==> config.mk <==
export PLATFORM = sky130hd
export DESIGN_NAME = decoder_round_scheduler
export DESIGN_NICKNAME = d
export VERILOG_FILES = /design/src/rtl/decoder_round_scheduler_pkg.sv /design/src/rtl/decoder_round_scheduler_saturating_counter.sv /design/src/rtl/decoder_round_scheduler.sv
export SDC_FILE = /design/constraint.sdc
export NUM_CORES = 1
export LEC_CHECK = 0
export ABC_AREA = 1
export BUFFER_PORTS_ARGS = -buffer_cell sky130_fd_sc_hd__buf_2
export CAP_MARGIN = 25
export CORE_AREA = 2 2 108 110
export DETAILED_ROUTE_END_ITERATION = 10
export DIE_AREA = 0 0 110 112
export GPL_ROUTABILITY_DRIVEN = 0
export PLACE_DENSITY = 0.77
export RECOVER_POWER = 50
export SYNTH_ARGS = -nofsm -noshare
export SYNTH_HDL_FRONTEND = slang
export SYNTH_SLANG_ARGS = --single-unit
==> constraint.sdc <==
create_clock -name clk -period 1.5 [get_ports clk]
set_input_delay 0.225 -clock clk [delete_from_list [all_inputs] [get_ports clk]]
set_output_delay 0.225 -clock clk [all_outputs]
set_load 0.01 [all_outputs]
==> src/rtl/decoder_round_scheduler_pkg.sv <==
// Shared stage-controller encodings and round scheduler state encodings.
package decoder_round_scheduler_pkg;

   localparam int STAGE_WIDTH = 3;

   localparam logic [STAGE_WIDTH-1:0] STAGE_IDLE                = 3'd0;
   localparam logic [STAGE_WIDTH-1:0] STAGE_MEASUREMENT_LOADING = 3'd1;
   localparam logic [STAGE_WIDTH-1:0] STAGE_SPREAD              = 3'd2;
   localparam logic [STAGE_WIDTH-1:0] STAGE_SYNDROME_VALIDATION = 3'd3;
   localparam logic [STAGE_WIDTH-1:0] STAGE_PEELING             = 3'd4;

   typedef enum logic [1:0] {
      SCHED_IDLE,
      SCHED_START,
      SCHED_WAIT_BUSY,
      SCHED_WAIT_RESULT
   } sched_state_t;

endpackage

==> src/rtl/decoder_round_scheduler_saturating_counter.sv <==
// Up-counter that sticks at all-ones instead of wrapping.
module saturating_counter #(
   parameter int WIDTH = 16
) (
   input  logic             clk,
   input  logic             reset,
   input  logic             inc,
   input  logic             clear,
   output logic [WIDTH-1:0] count
);

   always_ff @(posedge clk) begin
      if (reset || clear)
         count <= '0;
      else if (inc && !(&count))
         count <= count + 1'b1;
   end

endmodule

==> src/rtl/decoder_round_scheduler.sv <==
// Issues decoding rounds to the stage controller and captures one
// result record per round into a single-entry output slot.
module decoder_round_scheduler
   import decoder_round_scheduler_pkg::*;
#(
   parameter int          ITERATION_COUNTER_WIDTH = 8,
   parameter int          ROUND_ID_WIDTH          = 8,
   parameter int unsigned WATCHDOG_CYCLES         = 4096,
   parameter int          STAT_WIDTH              = 16
) (
   input  logic                               clk,
   input  logic                               reset,
   input  logic                               round_valid,
   input  logic [ROUND_ID_WIDTH-1:0]          round_id,
   output logic                               round_ready,
   output logic                               new_round_start,
   input  logic [STAGE_WIDTH-1:0]             stage,
   input  logic                               result_valid,
   input  logic                               deadlock,
   input  logic                               final_cardinality,
   input  logic [ITERATION_COUNTER_WIDTH-1:0] iteration_counter,
   input  logic [31:0]                        cycle_counter,
   output logic                               out_valid,
   input  logic                               out_ready,
   output logic [ROUND_ID_WIDTH-1:0]          out_round_id,
   output logic                               out_cardinality,
   output logic [ITERATION_COUNTER_WIDTH-1:0] out_iterations,
   output logic [31:0]                        out_cycles,
   output logic                               out_deadlock,
   output logic                               out_timeout,
   output logic                               busy,
   output logic [STAT_WIDTH-1:0]              rounds_done,
   output logic [STAT_WIDTH-1:0]              deadlock_count
);

   localparam int WD_W =
      (WATCHDOG_CYCLES > 2) ? $clog2(WATCHDOG_CYCLES) : 1;
   localparam logic [WD_W-1:0] WD_FIRE = WD_W'(WATCHDOG_CYCLES - 2);
   localparam logic [WD_W-1:0] WD_MAX  = WD_W'(WATCHDOG_CYCLES - 1);

   sched_state_t              state;
   logic [ROUND_ID_WIDTH-1:0] cur_id;
   logic [WD_W-1:0]           wd;

   logic stage_idle;
   logic slot_free;
   logic wd_fire;
   logic term;
   logic cap;
   logic cap_dl;
   logic cap_to;

   assign stage_idle  = (stage == STAGE_IDLE);
   assign slot_free   = !out_valid || out_ready;
   // wd is about to reach WATCHDOG_CYCLES-1 on this edge
   assign wd_fire     = (wd >= WD_FIRE);
   assign round_ready = !reset && (state == SCHED_IDLE) && stage_idle;
   assign busy        = (state != SCHED_IDLE);

   always_comb begin
      term   = 1'b0;
      cap_to = 1'b0;
      unique case (state)
         SCHED_WAIT_BUSY: cap_to = wd_fire;
         SCHED_WAIT_RESULT: begin
            term   = stage_idle && (result_valid || deadlock);
            cap_to = !term && wd_fire;
         end
         default: ;
      endcase
      cap    = slot_free && (term || cap_to);
      cap_dl = term && deadlock && !result_valid;
   end

   always_ff @(posedge clk) begin
      if (reset) begin
         state           <= SCHED_IDLE;
         new_round_start <= 1'b0;
         cur_id          <= '0;
         wd              <= '0;
         out_valid       <= 1'b0;
         out_round_id    <= '0;
         out_cardinality <= 1'b0;
         out_iterations  <= '0;
         out_cycles      <= '0;
         out_deadlock    <= 1'b0;
         out_timeout     <= 1'b0;
      end else begin
         new_round_start <= 1'b0;

         if (cap) begin
            out_valid       <= 1'b1;
            out_round_id    <= cur_id;
            out_cardinality <= final_cardinality;
            out_iterations  <= iteration_counter;
            out_cycles      <= cycle_counter;
            out_deadlock    <= cap_dl;
            out_timeout     <= cap_to;
         end else if (out_ready) begin
            out_valid <= 1'b0;
         end

         unique case (state)
            SCHED_IDLE: begin
               if (round_valid && round_ready) begin
                  cur_id          <= round_id;
                  new_round_start <= 1'b1;
                  state           <= SCHED_START;
               end
            end
            SCHED_START: begin
               wd    <= '0;
               state <= SCHED_WAIT_BUSY;
            end
            SCHED_WAIT_BUSY: begin
               if (wd != WD_MAX)
                  wd <= wd + 1'b1;
               // stale result_valid from the last round is ignored here
               if (cap)
                  state <= SCHED_IDLE;
               else if (!stage_idle)
                  state <= SCHED_WAIT_RESULT;
            end
            SCHED_WAIT_RESULT: begin
               if (wd != WD_MAX)
                  wd <= wd + 1'b1;
               if (cap)
                  state <= SCHED_IDLE;
            end
         endcase
      end
   end

   saturating_counter #(.WIDTH(STAT_WIDTH)) u_rounds_done (
      .clk   (clk),
      .reset (reset),
      .inc   (cap),
      .clear (1'b0),
      .count (rounds_done)
   );

   saturating_counter #(.WIDTH(STAT_WIDTH)) u_deadlock_count (
      .clk   (clk),
      .reset (reset),
      .inc   (cap && (cap_dl || cap_to)),
      .clear (1'b0),
      .count (deadlock_count)
   );

endmodule

==> metrics.md <==
| Metric | Value |
|---|---|
| Layout area overhead | 48.1% |
| Std-Cell Core Area | 11200 um^2 |
| CTS Root Cell | clkbuf_16 |
| DR iter-0 viols | 284 |
| Sw Share | 0.253 |
| Slowest CP cell | dfxtp_2 |
| Die ar. | 12300 um^2 |
| Pre-CTS setup slack | -0.148 ns |
| Reg power frac | 0.501 |
| Outcome | finished, violations left |
| Critical path data arrival time | 1.89 ns |
| Pwr Density | 756 nW/um^2 |
| Vias in the first global route | 4916 |
| Tmin final | 1.65 ns |
| Number of buffers added on ports | 144 |
| Clock share of power | 0.417 |
| Int Power | 0.00427 W |
| CP Capture Type | flip-flop |
| CTS tree | built |
| Hold_buf cts | 0 |
| Vias | 5500 |
| DPL Wire Length | 9900 um |
| Logic gate share of total power | 0.082 |
| Share of layout cells above drive strength 1 | 0.411 |
| Crit-path cells | inv_2 -> ha_4 -> inv_2 -> nand2_2 -> nand2_2 -> nor2_2 -> nand3_2 -> nand2_4 -> nand2_8 -> clkinv_8 -> clkbuf_16 -> nor2_1 -> nor2_1 |
| Failing checks | setup timing |
| Clock Latency Late Sink | 0.35 ns |
| Mean Syn Cell Area | 7.30 um^2 |
| Chip width | 110 um |
| Antenna diode count | 0 |
| Worst-path clk slew | 0.07 ns |
| Synth Instances | 700 |
| CTS Buf Count | 9 |
| Site Rows | 39 |
| MaxCap Viol Count | 0 |
| # clock sinks | 107 |
| Slew Viols, Final | 0 |
| Crit path buf inv count | 4 |
| RSZ-0062 raised after global routing | true |
| Leakage | 3.15 nW |
| GRT Overall Usage | 0.227 |
| Pin slew with the least headroom to its limit | 0.498 ns |
| Distinct cells, synth | 38 |
| Largest stage delay, worst path | 0.34 ns |
| DRC | 0 |
| Num ports | 145 |
| Hold Path Class | in2reg |
| Synthesized cell area | 5110 um^2 |
| Fmax | 0.606 GHz |
| FF-to-FF setup slack | -0.15 ns |
| Longest Clk Path Bufs | 2 |
| Gr ovfl total | 0 |
| Top cell family by delay on the critical path | simple AND/OR/NAND/NOR gates |
| First-pass GRT wire length | 22400 um |
| Total wire length | 15500 um |
| Vias per inst | 5.11 |
| Yosys reg bits | 107 |
| Routed Antenna Nets | 0 |
| Kind of critical path | reg2reg |
| Fin Clk Skew | 0.0139 ns |
| Post-synthesis net count | 762 |
| Crit path required time | 1.74 ns |
| Worst VDD drop | 763 uV |
| Largest net degree at the start of global routing | 61 |
| Synth Warn # | 0 |
| Final core area utilization | 0.677 |
| H-tree depth | 3 |
| Slew headroom | 0.668 |
| Final setup violation count | 81 |
| NetSw | 0.00145 W |
| Initial core utilization | 0.457 |
| Final hold violations | 0 |
| Post-route worst setup slack | -0.149 ns |
| CP Max Fanout | 10 |
| Sequential-to-total area share from yosys stat | 0.419 |
| Main synth FF type | dfxtp_1 |
| Post-synth EDFFs | 0 |
| Startpoint types | flip-flop |
| Die Y | 112 um |
| Asr flop ratio synth | 0 |
| Drt pass-1 iters | 6 |
| Tcrit/Tclk final | 1.10 |
| Routed length per placed instance | 14.4 um |
| Initial antenna violation count | 0 |
| Fin Setup TNS | -4.56 ns |
| Final nets | 991 |
## what timing repair did
action                                  in CTS  in global routing
endpoints found under the hold margin        0                  0
endpoints found under the setup margin      95                105
pin swaps                                   21                 35
gates resized for setup                     63                 86
cloned                                       4                  6
buffers inserted                             6                  5
## per-layer routing
metal  vias to the layer above  wire [um]  global-route usage
met5                         -          0                   0
met4                         0        236              0.0658
met3                        21       1080              0.0451
met2                       188       7660               0.402
met1                      2562       6530               0.272
li1                       2729          -                   -
## flip-flops by register name, summed over array words and instances (netlist names)
name                    count
u_deadlock_count.count     16
out_cycles                 32
state                       2
out_cardinality             1
out_valid                   1
new_round_start             1
out_round_id                8
out_iterations              8
wd                         12
out_deadlock                1
cur_id                      8
out_timeout                 1
u_rounds_done.count        16
## final cells by class
type	instances	area, um^2
multi-input cells	517	3030
inverters	49	199
repair buffers	245	1680
flip-flops and latches	107	2170
clock buffers	10	239
well taps	143	179
fillers	962	3610
clock inverters	6	63.8
## per-stage QoR
| step | power (W) | instances | hold slack [ns] | cell area, um^2 |
|---|---|---|---|---|
| 6_report | 0.00572 | 1077 | 0.0728 | 7570 |
| 5_1_grt | 0.00592 | 1077 | 0.0725 | 7570 |
| 4_1_cts | 0.00570 | 1068 | 0.0643 | 7190 |
| 3_5_place_dp | 0.00331 | 1042 | 0.430 | 6560 |
| 3_3_place_gp | 0.00331 | 1042 | 0.427 | 6560 |
| 2_1_floorplan | 0.00311 | 700 | 0.335 | 5160 |
## cells in the final DEF, fill, tap and decap left out, types with 27 or more instances in the layout
master | synthesis | routed
nand3_1 | 46 | 33
clkbuf_1 | 13 | 48
o21ai_1 | 44 | 31
nand2_2 | 21 | 31
nor2_1 | 150 | 120
nand2_1 | 126 | 114
buf_4 | 1 | 75
dfxtp_1 | 107 | 96
buf_2 | 6 | 96
inv_1 | 44 | 36
nor2_2 | 2 | 27
## worst min-delay path: stages
cell and delay [ns]:
buf_2 0.08, nand2_1 0.04, nand2_1 0.05
## worst paths after layout
kind,startpoint,to,depth (start not counted)
max,wd[0],out_cycles[21],13
min,round_id[3],cur_id[3],3
max reg2reg,wd[0],out_cycles[21],13
min reg2reg,cur_id[3],cur_id[3],2
## cell usage after synthesis, types with 3 or more instances
master	n	area [um^2]
buf_2	6	30.0
inv_1	44	165
nand2_2	21	131
buf_6	7	78.8
nand3b_1	5	37.5
o21ai_1	44	220
a21oi_2	18	158
inv_2	4	15.0
nor2_1	150	563
ha_1	4	50.1
o21ai_0	13	65.1
nand3_2	3	30.0
nand3_1	46	230
nor2_4	4	45.0
nand4_1	19	119
dfxtp_1	107	2140
xnor2_1	7	61.3
xor2_1	8	70.1
a21oi_1	21	105
nand2_1	126	473
nor3_1	3	15.0
clkbuf_1	13	48.8
nand2_4	6	67.6
## cell families (layout without fill, tap and decap cells)
group                      after synthesis  in the layout  share of synthesized area
buffers and inverters                   78            310                     0.0767
AOI/OAI and AO/OA                      103            103                      0.117
DFF                                    107            107                      0.419
xor gates and xnor gates                15             15                     0.0257
and+or+nand+nor                        393            395                      0.352
adders and majority gates                4              4                    0.00980
## power groups by stage
stage / registers [W] / logic [W] / clock network (W)
final: 0.00287 / 0.000469 / 0.00239
after global routing: 0.00287 / 0.000507 / 0.00254
after CTS: 0.00287 / 0.000413 / 0.00242
after detailed placement: 0.00293 / 0.000379 / 0
after global placement: 0.00293 / 0.000381 / 0
after floorplan: 0.00293 / 0.000176 / 0
(Power assumes the default switching activity.)
